## src/rtl/reg_file_if.sv

```systemverilog
// rtl/reg_file_if.sv - write/read port bundle between pipeline control and reg_file
interface reg_file_if #(
  parameter int ADDR_W = 6,
  parameter int DATA_W = 32
);
  logic              RegWrite;
  logic [ADDR_W-1:0] write_addr;
  logic [DATA_W-1:0] write_data;
  logic [ADDR_W-1:0] read_addr_1;
  logic [ADDR_W-1:0] read_addr_2;
  logic [DATA_W-1:0] read_data_1;
  logic [DATA_W-1:0] read_data_2;
  logic              ready;

  modport master (
    output RegWrite, write_addr, write_data, read_addr_1, read_addr_2,
    input  read_data_1, read_data_2, ready
  );

  modport slave (
    input  RegWrite, write_addr, write_data, read_addr_1, read_addr_2,
    output read_data_1, read_data_2, ready
  );
endinterface

```

## src/rtl/reg_file.sv

```systemverilog
// rtl/reg_file.sv - dual-read single-write register file with post-reset clear and write bypass
module reg_file #(
  parameter int ADDR_W = 6,
  parameter int DATA_W = 32
) (
  input logic       clk,
  input logic       rst,
  reg_file_if.slave bus
);
  typedef enum logic {CLEAR, RUN} state_t;

  localparam logic [ADDR_W-1:0] PTR_LAST = '1;

  state_t            state;
  logic [ADDR_W-1:0] clr_ptr;
  logic              ready_q;
  logic [DATA_W-1:0] mem [2**ADDR_W];

  // Entry 0 is never cleared or written; reads of it are forced to zero.
  always_ff @(posedge clk) begin
    if (rst) begin
      state   <= CLEAR;
      clr_ptr <= ADDR_W'(1);
      ready_q <= 1'b0;
    end else begin
      case (state)
        CLEAR: begin
          mem[clr_ptr] <= '0;
          if (clr_ptr == PTR_LAST) begin
            state   <= RUN;
            ready_q <= 1'b1;
          end else begin
            clr_ptr <= clr_ptr + ADDR_W'(1);
          end
        end
        RUN: begin
          if (bus.RegWrite && bus.write_addr != '0)
            mem[bus.write_addr] <= bus.write_data;
        end
        default: state <= CLEAR;
      endcase
    end
  end

  function automatic logic [DATA_W-1:0] read_port(
    input logic              rdy,
    input logic [ADDR_W-1:0] addr,
    input logic              we,
    input logic [ADDR_W-1:0] waddr,
    input logic [DATA_W-1:0] wdata,
    input logic [DATA_W-1:0] stored
  );
    if (!rdy || addr == '0)
      return '0;
    else if (we && waddr == addr)
      return wdata;
    else
      return stored;
  endfunction

  always_comb begin
    bus.read_data_1 = read_port(ready_q, bus.read_addr_1, bus.RegWrite,
                                bus.write_addr, bus.write_data, mem[bus.read_addr_1]);
    bus.read_data_2 = read_port(ready_q, bus.read_addr_2, bus.RegWrite,
                                bus.write_addr, bus.write_data, mem[bus.read_addr_2]);
  end

  assign bus.ready = ready_q;
endmodule

```

## src/flat_wrapper.sv

```systemverilog
// flat-port wrapper written by rule: the top's interface ports become plain ports
module reg_file_flat 
#(
  parameter int ADDR_W = 6,
  parameter int DATA_W = 32
)
  (clk, rst, bus_RegWrite, bus_write_addr, bus_write_data, bus_read_addr_1, bus_read_addr_2, bus_read_data_1, bus_read_data_2, bus_ready);
  reg_file_if #(.ADDR_W(ADDR_W), .DATA_W(DATA_W)) bus_i ();
  input logic clk;
  input logic rst;
  input wire logic [$bits(bus_i.RegWrite)-1:0] bus_RegWrite;
  input wire logic [$bits(bus_i.write_addr)-1:0] bus_write_addr;
  input wire logic [$bits(bus_i.write_data)-1:0] bus_write_data;
  input wire logic [$bits(bus_i.read_addr_1)-1:0] bus_read_addr_1;
  input wire logic [$bits(bus_i.read_addr_2)-1:0] bus_read_addr_2;
  output wire logic [$bits(bus_i.read_data_1)-1:0] bus_read_data_1;
  output wire logic [$bits(bus_i.read_data_2)-1:0] bus_read_data_2;
  output wire logic [$bits(bus_i.ready)-1:0] bus_ready;
  assign bus_i.RegWrite = bus_RegWrite;
  assign bus_i.write_addr = bus_write_addr;
  assign bus_i.write_data = bus_write_data;
  assign bus_i.read_addr_1 = bus_read_addr_1;
  assign bus_i.read_addr_2 = bus_read_addr_2;
  assign bus_read_data_1 = bus_i.read_data_1;
  assign bus_read_data_2 = bus_i.read_data_2;
  assign bus_ready = bus_i.ready;
  reg_file #(.ADDR_W(ADDR_W), .DATA_W(DATA_W)) u_core (.clk(clk), .rst(rst), .bus(bus_i));
endmodule
```

## config.mk

```make
export PLATFORM = sky130hd
export DESIGN_NAME = reg_file_flat
export DESIGN_NICKNAME = d
export VERILOG_FILES = /design/src/rtl/reg_file_if.sv /design/src/rtl/reg_file.sv /design/src/flat_wrapper.sv
export SDC_FILE = /design/constraint.sdc
export NUM_CORES = 2
export LEC_CHECK = 0
export CORE_MARGIN = 2
export CORE_UTILIZATION = 26
export CTS_CLUSTER_DIAMETER = 200
export DETAILED_ROUTE_END_ITERATION = 12
export PLACE_DENSITY = 0.43
export SYNTH_ARGS = -nofsm -noshare
export SYNTH_HDL_FRONTEND = slang
export SYNTH_SLANG_ARGS = --single-unit
```

## constraint.sdc

```tcl
create_clock -name clk -period 4.8 [get_ports clk]
set_input_delay 0.96 -clock clk [delete_from_list [all_inputs] [get_ports clk]]
set_output_delay 0.96 -clock clk [all_outputs]
set_load 0.03 [all_outputs]
```

==> flow_metrics.tcl <==
set metrics [dict create \
    grtUsageMet2_pct 33.0 \
    fin_crit_sh_pct 102 \
    syn_area_mm2 0.0960 \
    htree_levels 4 \
    cp.required_ps 3840 \
    synthCells 5266 \
    wl_mm 400 \
    synth_seq_cells 2056 \
    first_pass_iters 5 \
    placedCellCount 10500 \
    first_iter_violations 7424 \
    layout-drive-gt1-share_pct 35.2 \
    ir_worst_vdd_uv 279 \
    slew_viol_final 0 \
    top_usage_layer "met2" \
    maxSlewHeadroom_pct 26.3 \
    worstPathArrival_ps 3940 \
    nets 5963 \
    grt_pass1_wl_mm 539 \
    clkSinkCount 2056 \
    preCtsSetupSlack_ps -552 \
    p_per_area_mw_per_mm2 341 \
    cts_buffers 235 \
    yosysWarnings 0 \
    viasPerCell 5.58 \
    clkTransAtPathRegs_ps 60 \
    grt_pass1_vias 61400 \
    ys_types 64 \
    final_common_cell "edfxtp_1" \
    cp-end-kind "output pin" \
    timing.final.ws_setup_ps -95.6 \
    fmax_mhz 204 \
    grt_usage_pct 21.0 \
    core_area_mm2 0.368 \
    hold_class "flip-flop to flip-flop" \
    die_y_um 612 \
    final_area_mm2 0.118 \
    grt_max_degree 65 \
    die_width_um 612 \
    cp_max_fo 38 \
    dr_total_vias 61100 \
    worst_pin_slew_ps 1080 \
    row_count 223 \
    die-area_mm2 0.374 \
    status "complete, but fails checks" \
    grt-ovfl-total 0 \
    antenna_found_initial 19 \
    skew_ps 36.2 \
    hold_buffers 0 \
    hold_violations 0 \
    synthArstFlopShare_pct 0 \
    cts_root_buf "clkbuf_16" \
    crit_path_start_kind "primary input" \
    io_buffers 117 \
    wl_per_cell_um 36.6 \
    max_cap_viol_count 0 \
    placed_area_mm2 0.110 \
    dp_hpwl_mm 254 \
    pin_count 118 \
    period_needed_ps 4900 \
    met1_usage_pct 29.7 \
    instances_no_fill 10900 \
    clkLatencyLatePin_ps 900 \
    p_leak_nw 34.9 \
    total_power_mw 40.2 \
    violations "negative setup slack" \
    gp_congestion 0.833 \
    use_met3_pct 3.45 \
    setup_viol 6 \
    initial_utilization_pct 26.1 \
    drt_drc_violations_left 0 \
    holdWs_ps 611 \
    rsz0062_at_grt "yes" \
    area_growth_pct 22.6 \
    clk_path_buf_depth 4 \
    path_class "primary input to output pin" \
    final_cell_mix "2048 x edfxtp_1, 808 x mux4_2, 508 x buf_4" \
    ys_seq_area_share_pct 64.2 \
    cts_tree "built" \
    syn-num-nets 5320 \
    ys.flop_type "edfxtp_1" \
    syn_area_per_cell_um2 18.2 \
    antenna_left 0 \
    synth_edf_count 2048 \
]
power by group:
| part | total, mW | switching [mW] | internal (mW) |
|---|---|---|---|
| clock | 17.2 | 7.51 | 9.73 |
| combinational | 3.33 | 2.03 | 1.30 |
| sequential | 19.6 | 0.0420 | 19.5 |
metrics by stage:
step | TNS, ps | util [%]
floorplan | 0 | -
global placement | -5770 | 29.9
CTS | -53.8 | 31.9
detailed placement | -5090 | 29.9
finish | -164 | 32.0
global route | -41.9 | 32.0
sequential cells by signal (all words and copies together) (netlist names):
signal / flops
u_core.clr_ptr: 6
u_core.state: 1
u_core.bus.ready: 1
u_core.mem: 2048
cell type report:
type,count,area (um2)
clock inverter,144,1030
clock buffer,277,6100
antenna,5,12.5
multi-input combinational,2774,32900
sequential,2056,61700
inverter,7,32.5
fill,35500,251000
timing repair buffer,835,9850
tap,4837,6050
layer usage:
metal	up-vias	wire length, um
met1	33600	175000
met5	-	13
li1	23900	-
met3	536	28700
met4	2	12200
met2	2983	184000
critical path, stage by stage:
cell     delay (ps)
buf_8           340
buf_12          320
buf_4           320
mux4_2          230
o22ai_1         130
nor3_1          630
buf_4           230
nor3_1           50
a21oi_1         250
buf_4           190
buf_12          120
logic make-up after synthesis:
| group | Yosys count | synth area share, % |
|---|---|---|
| buffers and inverters | 436 | 2.37 |
| DFF | 2056 | 64.2 |
| and+or+nand+nor | 520 | 2.61 |
| muxes | 1308 | 24.2 |
| adders and majority gates | 1 | 0.0130 |
| xor gates and xnor gates | 16 | 0.146 |
| AOI/OAI and AO/OA | 929 | 6.37 |
Yosys cell counts, types with 31 or more instances:
master / n / area, um2
nand2_1: 130 / 488
a22o_1: 40 / 350
nand4_1: 33 / 206
a21oi_1: 218 / 1090
nand3_1: 55 / 275
buf_4: 50 / 375
clkbuf_1: 186 / 698
o21ai_0: 157 / 786
mux2_2: 54 / 608
nor2_1: 111 / 417
nor3_1: 78 / 390
a211oi_1: 31 / 233
o22ai_1: 115 / 719
buf_2: 128 / 641
a22oi_1: 174 / 1310
mux2i_1: 446 / 4460
and2_1: 45 / 282
mux4_2: 808 / 18200
a221oi_1: 52 / 455
edfxtp_1: 2048 / 61500
buf_6: 39 / 439
path summary, 6_finish.rpt:
| kind | start | end | slack [ps] | cells after the start |
|---|---|---|---|---|
| worst max-delay path | bus_read_addr_1[1] | bus_read_data_1[27] | -100 | 11 |
| worst min register to register | u_core.clr_ptr[0]$_SDFFE_PP1P_ | u_core.clr_ptr[0]$_SDFFE_PP1P_ | 610 | 2 |
| worst max register to register | u_core.state$_SDFF_PP0_ | u_core.mem[52][20]$_DFFE_PP_ | 1390 | 9 |
| worst min-delay path | u_core.clr_ptr[0]$_SDFFE_PP1P_ | u_core.clr_ptr[0]$_SDFFE_PP1P_ | 610 | 2 |
repair_timing:
action	4_1_cts	5_1_grt
gates resized for setup	40	19
buffers inserted	0	3
setup endpoints to repair	36	18
pin swaps	1	3
Power figures use the tool's default switching activity.
